## config.mk

```make
export PLATFORM = sky130hd
export DESIGN_NAME = count_pwm_stage
export DESIGN_NICKNAME = d
export VERILOG_FILES = /design/src/rtl/count_pwm_stage.sv
export SDC_FILE = /design/constraint.sdc
export NUM_CORES = 1
export LEC_CHECK = 0
export BUFFER_PORTS_ARGS = -buffer_cell sky130_fd_sc_hd__buf_2
export CORE_MARGIN = 3
export CORE_UTILIZATION = 40
export CTS_CLUSTER_DIAMETER = 200
export DETAILED_ROUTE_END_ITERATION = 8
export HOLD_SLACK_MARGIN = 0.15
export PLACE_DENSITY_LB_ADDON = 0.2
export SLEW_MARGIN = 20
export SYNTH_ARGS = -nofsm -noshare
export SYNTH_HDL_FRONTEND = slang
export SYNTH_SLANG_ARGS = --single-unit
```

## constraint.sdc

```tcl
create_clock -name iClk -period 2.6 [get_ports iClk]
set_clock_uncertainty 0.1 [all_clocks]
set_input_delay 0 -clock iClk [delete_from_list [all_inputs] [get_ports iClk]]
set_output_delay 0 -clock iClk [all_outputs]
set_load 0.005 [all_outputs]
```

## src/rtl/count_pwm_stage.sv

```systemverilog
// count_pwm_stage
//   Turns the upstream free-running count into a PWM ramp and compares it
//   against an active duty to produce a registered PWM output.
//   A new duty is accepted through a valid/ready handshake into a one-entry
//   pending slot. It becomes active only on a counter wrap (MAX->0), so a
//   PWM period never glitches. The block also flags wrap events and a
//   counter that has stopped advancing.
//
// Ports
//   iClk        rising-edge clock
//   iRst        asynchronous active-high reset
//   iCuenta     count value from the upstream counter (WIDTH bits)
//   iDuty       requested duty, 0..2^WIDTH high cycles per period
//   iDutyValid  iDuty is valid
//   oDutyReady  pending slot empty, a new duty can be accepted
//   oPwm        registered PWM output
//   oWrap       one-cycle pulse after a MAX->0 wrap is sampled
//   oStall      count unchanged for STALL_LIMIT consecutive samples
module count_pwm_stage #(
   parameter int unsigned WIDTH       = 4,
   parameter int unsigned STALL_LIMIT = 8,
   parameter int unsigned DUTY_INIT   = 0
) (
   input  logic             iClk,
   input  logic             iRst,
   input  logic [WIDTH-1:0] iCuenta,
   input  logic [WIDTH:0]   iDuty,
   input  logic             iDutyValid,
   output logic             oDutyReady,
   output logic             oPwm,
   output logic             oWrap,
   output logic             oStall
);

   localparam logic [WIDTH-1:0] CNT_MAX   = '1;
   localparam logic [WIDTH:0]   DUTY_FULL = {1'b1, {WIDTH{1'b0}}};
   localparam logic [7:0]       LIMIT     = 8'(STALL_LIMIT);

   logic [WIDTH-1:0] prev_q, prev_d;
   logic [7:0]       stall_cnt_q, stall_cnt_d;
   logic [WIDTH:0]   active_q, active_d;
   logic [WIDTH:0]   pend_q, pend_d;
   logic             pend_full_q, pend_full_d;
   logic             pwm_q, pwm_d;
   logic             wrap_q, wrap_d;
   logic             stall_q, stall_d;

   logic             wrap_ev;
   logic             xfer;
   logic             same;
   logic [WIDTH:0]   duty_sat;

   always_comb begin
      wrap_ev  = (prev_q == CNT_MAX) && (iCuenta == '0);
      xfer     = iDutyValid && !pend_full_q;
      same     = (iCuenta == prev_q);
      duty_sat = (iDuty > DUTY_FULL) ? DUTY_FULL : iDuty;

      prev_d      = iCuenta;
      active_d    = active_q;
      pend_d      = pend_q;
      pend_full_d = pend_full_q;

      // Promotion needs a full slot and a transfer needs an empty one, so the
      // two never coincide: a transfer on a wrap edge waits for the next wrap.
      if (wrap_ev && pend_full_q) begin
         active_d    = pend_q;
         pend_full_d = 1'b0;
      end
      if (xfer) begin
         pend_d      = duty_sat;
         pend_full_d = 1'b1;
      end

      // Compare uses the post-edge duty so a promoted value governs count 0.
      pwm_d  = ({1'b0, iCuenta} < active_d);
      wrap_d = wrap_ev;

      if (!same)
         stall_cnt_d = '0;
      else if (stall_cnt_q == LIMIT)
         stall_cnt_d = stall_cnt_q;
      else
         stall_cnt_d = stall_cnt_q + 8'd1;
      stall_d = (stall_cnt_d == LIMIT);
   end

   always_ff @(posedge iClk or posedge iRst) begin
      if (iRst) begin
         prev_q      <= '0;
         stall_cnt_q <= '0;
         active_q    <= (WIDTH+1)'(DUTY_INIT);
         pend_q      <= '0;
         pend_full_q <= 1'b0;
         pwm_q       <= 1'b0;
         wrap_q      <= 1'b0;
         stall_q     <= 1'b0;
      end else begin
         prev_q      <= prev_d;
         stall_cnt_q <= stall_cnt_d;
         active_q    <= active_d;
         pend_q      <= pend_d;
         pend_full_q <= pend_full_d;
         pwm_q       <= pwm_d;
         wrap_q      <= wrap_d;
         stall_q     <= stall_d;
      end
   end

   assign oDutyReady = !pend_full_q;
   assign oPwm       = pwm_q;
   assign oWrap      = wrap_q;
   assign oStall     = stall_q;

endmodule

```

==> results.sh <==
export IMPL_drc_errors=0
export IMPL_ys_flop_type="dfrtp_1"
export IMPL_cts_sinks=26
export IMPL_p_leak_nw=0.765
export IMPL_drtIter0Drc=43
export IMPL_synth_area_leaders="dfrtp_1, ha_1, nand2b_1, xor2_1, inv_1"
export IMPL_critPathArrivalTime_ns=2.34
export IMPL_syn_inst=114
export IMPL_fin_cells=176
export IMPL_placedInstanceArea_um2=1340
export IMPL_mostFrequentLayoutCell="dfrtp_1"
export IMPL_layout_drive_gt1_share_pct=17.2
export IMPL_grt_pass1_vias=909
export IMPL_die_w_um=61.7
export IMPL_core_um2=2850
export IMPL_r2r_cells=7
export IMPL_yosysSeqAreaShare_pct=52.4
export IMPL_wire_per_inst_um=13.2
export IMPL_cts_buffers=3
export IMPL_pin_count=16
export IMPL_grt_ovfl_total=0
export IMPL_fp_dieH_um=61.7
export IMPL_dr_pass1_iters=4
export IMPL_required_ns=2.75
export IMPL_yosysWarnings=0
export IMPL_path_cells="dlygate4sd3_1 -> buf_2 -> nand2b_1 -> or4_4 -> mux2i_1 -> ha_1 -> a21o_1 -> a21o_1 -> o21bai_1"
export IMPL_num_nets_final=164
export IMPL_setup_tns_ns=0
export IMPL_crit_path_start="iCuenta[1]"
export IMPL_viasPerCell=5.03
export IMPL_maxCapViolations=0
export IMPL_path_delay_family="simple AND/OR/NAND/NOR gates"
export IMPL_path_class="primary input to register"
export IMPL_gp_congestion=0.792
export IMPL_root_buffer="clkbuf_4"
export IMPL_critical_path_endpoint_type="register"
export IMPL_synth_edff_count=0
export IMPL_synth_cell_types=33
export IMPL_clk_pin_slew_ns=0.13
export IMPL_power_total_uw=672
export IMPL_start_kind="primary input"
export IMPL_clock_latency_ns=0.31
export IMPL_synthArstFlopShare_pct=100
export IMPL_synthToLayoutAreaGrowth_pct=21.9
export IMPL_r2r_start="prev_q[0]$_DFF_PP0_"
export IMPL_path_buf_inv=2
export IMPL_rows=19
export IMPL_cts_resized=0
export IMPL_fin_area_um2=1510
export IMPL_grt_max_degree=27
export IMPL_pwr_density_cell_nw_per_um2=444
export IMPL_synth_largest_area_cell="dfrtp_1"
export IMPL_htree_num_levels=1
export IMPL_netlist_area_um2=1240
export IMPL_antenna_found_initial=0
export IMPL_finalMaxSlewViolations=0
export IMPL_register_area_um2=651
export IMPL_clock_tree_buffer_depth=2
export IMPL_fmax_mhz=456
export IMPL_r2r_slack_ns=0.43
export IMPL_crit_fanout=6
export IMPL_num_fill_cells=274
export IMPL_routed_wl_mm=2.32
export IMPL_num_antenna_cells=0
export IMPL_multi_input_comb_area_um2=536
export IMPL_hp_class="primary input to asynchronous set/reset pin"
export IMPL_dieArea_um2=3810
export IMPL_grt_total_usage_pct=14.6
export IMPL_synth_seq_cells=26
export IMPL_layout_common_cells="dfrtp_1, dlygate4sd3_1, buf_2"
export IMPL_start_util_pct=43.6
export IMPL_hold_viol_final=0
export IMPL_cts_tree="yes"
export IMPL_worst_slew_pin_slew_ns=0.903
export IMPL_peakVddDrop_mv=0.259
export IMPL_period_share_pct=84.4
export IMPL_dp_cells=158
export IMPL_synth_top_area_share_pct=52.4
export IMPL_grt_pass1_wl_mm=4.08
export IMPL_crit_top_cell="a21o_1"
export IMPL_portBuffers=15
export IMPL_r2r_end="oPwm$_DFF_PP0_"
export IMPL_slew_headroom_pct=39.4
export IMPL_max_stage_delay_ns=0.55
export IMPL_period_minus_slack_ns=2.19
export IMPL_crit_slowest_cell="or4_4"
export IMPL_num_vias=885
export IMPL_syn_nets=131
export IMPL_grt_setup_unrepaired="no"
export IMPL_setup_viol=0
export IMPL_drtAntennaViolNets=0
export IMPL_outcome="complete, no violations"
export IMPL_postCtsSetupBuffers=0
export IMPL_synth_area_per_cell_um2=10.9
export IMPL_dpl_hpwl_mm=1.63
-- report_power, final --
group	switching [mW]	internal [mW]	leakage, nW
clock	0.106	0.0541	0.0138
sequential	0.00992	0.421	0.344
combinational	0.0366	0.0431	0.408
total	0.153	0.519	0.765
-- metal layers --
metal	up-vias	routed length [um]	track usage, %
met4	0	43	7.27
met1	412	1030	18.5
met5	-	0	0
li1	450	-	-
met2	19	1210	24.5
met3	4	45	1.86
-- state kept, by name, summed over array words and instances, names as in the netlist --
signal	cells
oStall	1
oWrap	1
prev_q	4
active_q	5
pend_full_q	1
pend_q	5
stall_cnt_q	8
oPwm	1
-- worst reg2reg max path: stages (launching register included) --
cell	delay, ns
dfrtp_1	0.42
nand2b_4	0.07
or4_4	0.58
mux2i_1	0.23
ha_1	0.28
a21o_1	0.16
a21o_1	0.16
o21bai_1	0.12
-- kinds of logic after synthesis --
logic type / after synthesis / synth area share (%)
AOI/OAI and AO/OA: 16 / 8.86
xor gates and xnor gates: 7 / 4.93
adders and majority gates: 5 / 5.04
buffers and inverters: 13 / 4.53
DFF: 26 / 52.4
muxes: 6 / 5.44
and+or+nand+nor: 41 / 18.8
-- area by class of cell --
cell class,count,area share [%]
multi-input combinational,75,35.4
clock buffer,3,1.49
inverter,11,2.73
sequential,26,43.0
tap,31,2.56
timing repair buffer,30,14.9
-- repair_timing --
action	in CTS	in global routing
hold buffers	15	0
endpoints found under the setup margin	0	0
hold endpoints to repair	41	0
-- per-stage QoR --
stage               setup slack, ns  util [%]  hold WS [ns]
global placement              0.498      47.0        0.0406
CTS                           0.406      53.1         0.252
finish                        0.406      53.1         0.198
global route                  0.275      53.1         0.254
floorplan                     0.494         -       -0.0686
detailed placement            0.434      47.0        0.0461
-- synthesized netlist by cell type, types with 2 or more instances --
| library cell | count |
|---|---|
| dfrtp_1 | 26 |
| inv_1 | 11 |
| nor2_1 | 10 |
| nand2b_1 | 7 |
| nand3_1 | 7 |
| ha_1 | 5 |
| nand2_1 | 5 |
| xor2_1 | 5 |
| o21ai_0 | 4 |
| and3_1 | 3 |
| mux2i_1 | 3 |
| nor3_1 | 3 |
| a21o_1 | 2 |
| a31oi_1 | 2 |
| mux2_2 | 2 |
| xnor2_1 | 2 |
-- worst max-delay path by stage --
stage                     slack (ns)        endpoint  cells past startpoint
after floorplan                 0.49  oPwm$_DFF_PP0_                      8
after global placement          0.50  oPwm$_DFF_PP0_                      7
after detailed placement        0.43  oPwm$_DFF_PP0_                      7
after CTS                       0.41  oPwm$_DFF_PP0_                      9
after global routing            0.28  oPwm$_DFF_PP0_                      9
final                           0.41  oPwm$_DFF_PP0_                      9
Power figures use the tool's default switching activity.
